===== src/rtl/enemy_fleet_manager.sv =====
// Frame-rate supervisor for the enemy fleet: wave FSM, per-ship alive mask,
// schedule counter, kill and wave counters, and a round-robin fire arbiter
// that limits how many enemy shots may be granted in one frame.
// Every output comes from a flop; FleetState doubles as the FSM debug view.
module enemy_fleet_manager #(
   parameter int NE          = 8,
   parameter int CTR_W       = 10,
   parameter int SCHED_LEN   = 600,
   parameter int SPAWN_DELAY = 60,
   parameter int MAX_FIRE    = 2,
   parameter int WAVE_W      = 4,
   parameter int KILL_W      = 12
) (
   input  logic              frame_clk,
   input  logic              Reset,
   input  logic              Start,
   input  logic              PlayerDead,
   input  logic [NE-1:0]     EShipColl,
   input  logic [NE-1:0]     EFireReq,
   output logic [NE-1:0]     EAlive,
   output logic [NE-1:0]     EFireGnt,
   output logic [CTR_W-1:0]  ESchedCtr,
   output logic [WAVE_W-1:0] WaveNum,
   output logic [KILL_W-1:0] KillCnt,
   output logic              ESpawn,
   output logic              WaveClear,
   output logic [1:0]        FleetState
);

   localparam int DLY_W = (SPAWN_DELAY > 1) ? $clog2(SPAWN_DELAY) : 1;
   localparam int PTR_W = (NE > 1) ? $clog2(NE) : 1;
   localparam int POP_W = $clog2(NE + 1);
   localparam int KS_W  = KILL_W + POP_W;

   localparam logic [DLY_W-1:0]  DLY_LOAD  = DLY_W'(SPAWN_DELAY - 1);
   localparam logic [CTR_W-1:0]  SCHED_MAX = CTR_W'(SCHED_LEN - 1);
   localparam logic [KILL_W-1:0] KILL_MAX  = '1;

   typedef enum logic [1:0] {
      IDLE   = 2'd0,
      SPAWN  = 2'd1,
      ACTIVE = 2'd2,
      CLEAR  = 2'd3
   } fleet_state_t;

   fleet_state_t      state_q, state_d;
   logic [DLY_W-1:0]  dly_q, dly_d;
   logic [PTR_W-1:0]  ptr_q, ptr_d;

   logic [NE-1:0]     alive_d, gnt_d;
   logic [CTR_W-1:0]  ctr_d;
   logic [WAVE_W-1:0] wave_d;
   logic [KILL_W-1:0] kill_d;
   logic              spawn_d, clear_d;

   // Hit / kill bookkeeping signals
   logic [NE-1:0]     hit;
   logic [NE-1:0]     alive_left;
   logic [POP_W-1:0]  hit_cnt;
   logic [KS_W-1:0]   kill_sum;
   logic [KILL_W-1:0] kill_next;

   // Fire arbiter signals
   logic [NE-1:0]     eligible;
   logic [NE-1:0]     gnt_raw;
   logic [PTR_W-1:0]  last_idx;
   logic              any_gnt;
   logic [PTR_W-1:0]  ptr_next;
   logic [PTR_W:0]    idx_w;
   logic [PTR_W-1:0]  idx;
   int                n_gnt;

   assign hit        = EShipColl & EAlive;
   assign alive_left = EAlive & ~hit;
   // A ship hit this frame cannot also fire this frame.
   assign eligible   = EFireReq & EAlive & ~EShipColl;

   // Count ships destroyed this frame and add to the saturating kill total.
   always_comb begin
      hit_cnt = '0;
      for (int k = 0; k < NE; k++) begin
         hit_cnt = hit_cnt + POP_W'(hit[k]);
      end
      kill_sum = KS_W'(KillCnt) + KS_W'(hit_cnt);
      if (kill_sum > KS_W'(KILL_MAX)) begin
         kill_next = KILL_MAX;
      end else begin
         kill_next = kill_sum[KILL_W-1:0];
      end
   end

   // Round-robin scan from ptr_q: grant the first MAX_FIRE eligible ships.
   always_comb begin
      gnt_raw  = '0;
      last_idx = ptr_q;
      any_gnt  = 1'b0;
      n_gnt    = 0;
      idx_w    = '0;
      idx      = '0;
      for (int k = 0; k < NE; k++) begin
         idx_w = {1'b0, ptr_q} + (PTR_W+1)'(k);
         if (idx_w >= (PTR_W+1)'(NE)) begin
            idx_w = idx_w - (PTR_W+1)'(NE);
         end
         idx = idx_w[PTR_W-1:0];
         if (eligible[idx] && (n_gnt < MAX_FIRE)) begin
            gnt_raw[idx] = 1'b1;
            n_gnt        = n_gnt + 1;
            last_idx     = idx;
            any_gnt      = 1'b1;
         end
      end
      if (!any_gnt) begin
         ptr_next = ptr_q;
      end else if (last_idx == PTR_W'(NE - 1)) begin
         ptr_next = '0;
      end else begin
         ptr_next = last_idx + 1'b1;
      end
   end

   // Next-state and next-output logic for the wave FSM.
   always_comb begin
      state_d = state_q;
      dly_d   = dly_q;
      ptr_d   = ptr_q;
      alive_d = EAlive;
      gnt_d   = '0;
      ctr_d   = ESchedCtr;
      wave_d  = WaveNum;
      kill_d  = KillCnt;
      spawn_d = 1'b0;
      clear_d = 1'b0;
      if ((state_q != IDLE) && PlayerDead) begin
         // Player death aborts play from any non-idle state; counters persist.
         state_d = IDLE;
         alive_d = '0;
         ctr_d   = '0;
      end else begin
         case (state_q)
            IDLE: begin
               if (Start) begin
                  state_d = SPAWN;
                  dly_d   = DLY_LOAD;
                  wave_d  = '0;
                  kill_d  = '0;
               end
            end
            SPAWN: begin
               if (dly_q == '0) begin
                  state_d = ACTIVE;
                  alive_d = '1;
                  ctr_d   = '0;
                  spawn_d = 1'b1;
               end else begin
                  dly_d = dly_q - 1'b1;
               end
            end
            ACTIVE: begin
               ctr_d   = (ESchedCtr == SCHED_MAX) ? '0 : ESchedCtr + 1'b1;
               alive_d = alive_left;
               kill_d  = kill_next;
               if (alive_left == '0) begin
                  state_d = CLEAR;
                  wave_d  = WaveNum + 1'b1;
                  clear_d = 1'b1;
               end else begin
                  gnt_d = gnt_raw;
                  ptr_d = ptr_next;
               end
            end
            CLEAR: begin
               state_d = SPAWN;
               dly_d   = DLY_LOAD;
            end
            default: begin
               state_d = IDLE;
            end
         endcase
      end
   end

   // State and output registers, cleared asynchronously by Reset.
   always_ff @(posedge frame_clk or posedge Reset) begin
      if (Reset) begin
         state_q   <= IDLE;
         dly_q     <= '0;
         ptr_q     <= '0;
         EAlive    <= '0;
         EFireGnt  <= '0;
         ESchedCtr <= '0;
         WaveNum   <= '0;
         KillCnt   <= '0;
         ESpawn    <= 1'b0;
         WaveClear <= 1'b0;
      end else begin
         state_q   <= state_d;
         dly_q     <= dly_d;
         ptr_q     <= ptr_d;
         EAlive    <= alive_d;
         EFireGnt  <= gnt_d;
         ESchedCtr <= ctr_d;
         WaveNum   <= wave_d;
         KillCnt   <= kill_d;
         ESpawn    <= spawn_d;
         WaveClear <= clear_d;
      end
   end

   assign FleetState = state_q;

endmodule


===== config.mk =====
export PLATFORM = sky130hd
export DESIGN_NAME = enemy_fleet_manager
export DESIGN_NICKNAME = d
export VERILOG_FILES = /design/src/rtl/enemy_fleet_manager.sv
export SDC_FILE = /design/constraint.sdc
export NUM_CORES = 1
export LEC_CHECK = 0
export ABC_CLOCK_PERIOD_IN_PS = 14900
export BUFFER_PORTS_ARGS = -buffer_cell sky130_fd_sc_hd__buf_2
export CELL_PAD_IN_SITES_DETAIL_PLACEMENT = 1
export CELL_PAD_IN_SITES_GLOBAL_PLACEMENT = 1
export CORE_UTILIZATION = 35
export CTS_CLUSTER_DIAMETER = 50
export DETAILED_ROUTE_END_ITERATION = 7
export PLACE_DENSITY_LB_ADDON = 0.08
export SLEW_MARGIN = 20
export SYNTH_ARGS = -nofsm -noshare
export SYNTH_HDL_FRONTEND = slang
export SYNTH_SLANG_ARGS = --single-unit

===== constraint.sdc =====
create_clock -name frame_clk -period 14.9 [get_ports frame_clk]
set_input_delay 2.235 -clock frame_clk [delete_from_list [all_inputs] [get_ports frame_clk]]
set_output_delay 2.235 -clock frame_clk [all_outputs]
set_load 0.05 [all_outputs]

==> results.json <==
{
  "outcome": "finished, final reports clean",
  "crit_path_frequent_cell": "ha_1",
  "fin_setup_tns_ns": 0,
  "skew_ns": 0.007441,
  "drc": 0,
  "netlist.area_leader.share_pct": 29.37,
  "crit_path_start_kind": "flip-flop",
  "power_density_nw_per_um2": 252.4,
  "antenna_found_initial": 0,
  "synth_edf_count": 0,
  "grt_setup_unrepaired": "false",
  "drive_gt1_share_pct": 20.55,
  "start_util_pct": 36.54,
  "power_mw": 1.338,
  "cp.arrival_ns": 9.15,
  "yosys_warnings": 0,
  "fin_nets": 633,
  "grt_pass1_vias": 4417,
  "whs_ns": 0.5052,
  "boundaryPins": 66,
  "async_reset_ff_share_pct": 100.0,
  "area_growth_pct": 13.14,
  "synth_seq_area_share_pct": 29.37,
  "placed_cell_area_um2": 5131,
  "clkSinkCount": 55,
  "die-area_um2": 13850,
  "numPortBuffers": 65,
  "die_w_um": 117.7,
  "syn_area_per_cell_um2": 8.841,
  "vias_per_cell": 5.610,
  "routabilityCongestion": 0.8626,
  "cts_root_buffer": "clkbuf_16",
  "fillers": 1556,
  "cts_resized": 0,
  "slew_headroom_pct": 30.41,
  "post_cts_buffers": 0,
  "gr-usage-all-layers_pct": 21.31,
  "drt_wl_total_mm": 14.22,
  "cp_max_fo": 29,
  "hold_viol": 0,
  "hold_buffers": 0,
  "grtUsageMet3_pct": 4.312,
  "drtIter0Drc": 213,
  "busiest_layer": "met2",
  "fp.coreArea_um2": 12820,
  "period_share_pct": 60.05,
  "cts_max_level": 2,
  "clk_latency_ns": 0.31,
  "slew_viol_final": 0,
  "synth_seq_cells": 55,
  "finalSetupViolations": 0,
  "tightestPinTransition_ns": 1.036,
  "final_cells": 757,
  "synth.area.top_cells": "dfrtp_1, ha_1, nand2_1, o21ai_0, mux4_2",
  "design_area_um2": 5301,
  "hp-class": "reg2reg",
  "leakage_nw": 2.520,
  "synthFlopType": "dfrtp_1",
  "grt_start_max_net_pins": 56,
  "max_stage_delay_ns": 0.97,
  "rows": 41,
  "wl_per_cell_um": 18.78,
  "synth_area_um2": 4686,
  "drv_cap": 0,
  "grt_util_met1_pct": 27.27,
  "ys_types": 79,
  "yosysTopAreaCell": "dfrtp_1",
  "synth_cells": 530,
  "dieHeight_um": 117.7,
  "path_delay_family": "simple AND/OR/NAND/NOR gates",
  "gr-total-overflow": 0,
  "dr.pass1.iters": 4,
  "final_common_cell": "buf_2",
  "fmax_mhz": 111.8,
  "required_ns": 15.10,
  "dp.cells": 748,
  "numCtsBuffers": 5,
  "cts_tree": "built",
  "path_clk_slew_ns": 0.07,
  "mostFrequentLayoutCells": "buf_2, nand2_1, dfrtp_1, o21ai_0, nor2_1",
  "synth_nets": 580,
  "hpwl_mm": 10.95,
  "endpoint_kind": "flip-flop",
  "vdd.ir_drop.worst_mv": 0.07084,
  "ant_nets": 0,
  "grt_util_met2_pct": 36.80,
  "regArea_um2": 1376,
  "grt_pass1_wl_mm": 23.71,
  "period_needed_ns": 8.948,
  "dr_total_vias": 4247,
  "worst-path-buf-inv": 3,
  "clockBufferDepth": 2,
  "cp_slowest_cell": "ha_1",
  "path_class": "reg2reg",
  "multiInputGateArea_um2": 3079
}
==> power by group <==
group	leakage, nW	total [mW]	internal (mW)	switching, mW
Clock	0.0815	0.141	0.0803	0.0605
Combinational	1.73	0.973	0.358	0.615
Sequential	0.711	0.225	0.179	0.0451
Total	2.52	1.34	0.618	0.720
==> per-stage QoR <==
stage	util, %	worst slack [ns]
2_1_floorplan	-	6.559
3_3_place_gp	40.01	6.033
3_5_place_dp	40.01	5.763
4_1_cts	41.32	6.049
5_1_grt	41.32	5.449
6_report	41.34	5.952
==> sequential cells by signal, indices dropped and copies added, names as in the netlist <==
register,cells
EAlive,8
EFireGnt,8
ESchedCtr,10
ESpawn,1
FleetState,2
KillCnt,12
WaveClear,1
WaveNum,4
dly_q,6
ptr_q,3
==> synth_stat cells (all sizes together), types with 6 or more instances <==
| library cell | number |
|---|---|
| a21o | 9 |
| a21oi | 24 |
| a22o | 11 |
| a31oi | 7 |
| and2 | 6 |
| and3 | 6 |
| and3b | 8 |
| buf | 10 |
| clkbuf | 12 |
| dfrtp | 55 |
| ha | 25 |
| inv | 30 |
| mux2 | 13 |
| mux4 | 7 |
| nand2 | 62 |
| nand2b | 9 |
| nand3 | 16 |
| nor2 | 40 |
| nor2b | 9 |
| nor3 | 6 |
| o21ai | 46 |
| o22ai | 8 |
| o31ai | 6 |
| or2 | 8 |
| xnor2 | 10 |
| xor2 | 10 |
==> path summary, 6_finish.rpt <==
path	from	endpoint	slack, ns	cells after the start
min reg2reg	ESchedCtr[4]$_DFFE_PP0P_	ESchedCtr[4]$_DFFE_PP0P_	0.51	1
max	ptr_q[1]$_DFFE_PP0P_	ptr_q[0]$_DFFE_PP0P_	5.95	30
max reg2reg	ptr_q[1]$_DFFE_PP0P_	ptr_q[0]$_DFFE_PP0P_	5.95	30
min	ESchedCtr[4]$_DFFE_PP0P_	ESchedCtr[4]$_DFFE_PP0P_	0.51	1
min in group asynchronous	Reset	KillCnt[10]$_DFFE_PP0P_	2.13	3
max in group asynchronous	Reset	EFireGnt[3]$_DFF_PP0_	12.28	3
==> metal layers <==
metal | up-vias | share of wire, %
met5 | - | 0
met4 | 0 | 1.1
met3 | 10 | 4.3
met2 | 66 | 49
met1 | 2124 | 45
li1 | 2047 | -
==> cells by family after synthesis <==
kind of cell	Yosys count	share of synthesized area [%]
mux	25	7.904
buf+inv	52	4.913
compound gates	155	23.42
simple gates	192	21.47
fa+ha+maj	31	9.025
flops	55	29.37
xor+xnor	20	3.899
==> final cells by class <==
cell class / count / share of cell area [%]
multi-input combinational: 423 / 58.08
sequential: 55 / 25.96
timing repair buffer: 68 / 6.561
inverter: 30 / 2.124
clock buffer: 6 / 2.431
clock inverter: 2 / 0.7317
tap: 172 / 4.059
antenna: 1 / 0.04720
Note: power is estimated with default switching activity, not from simulation.
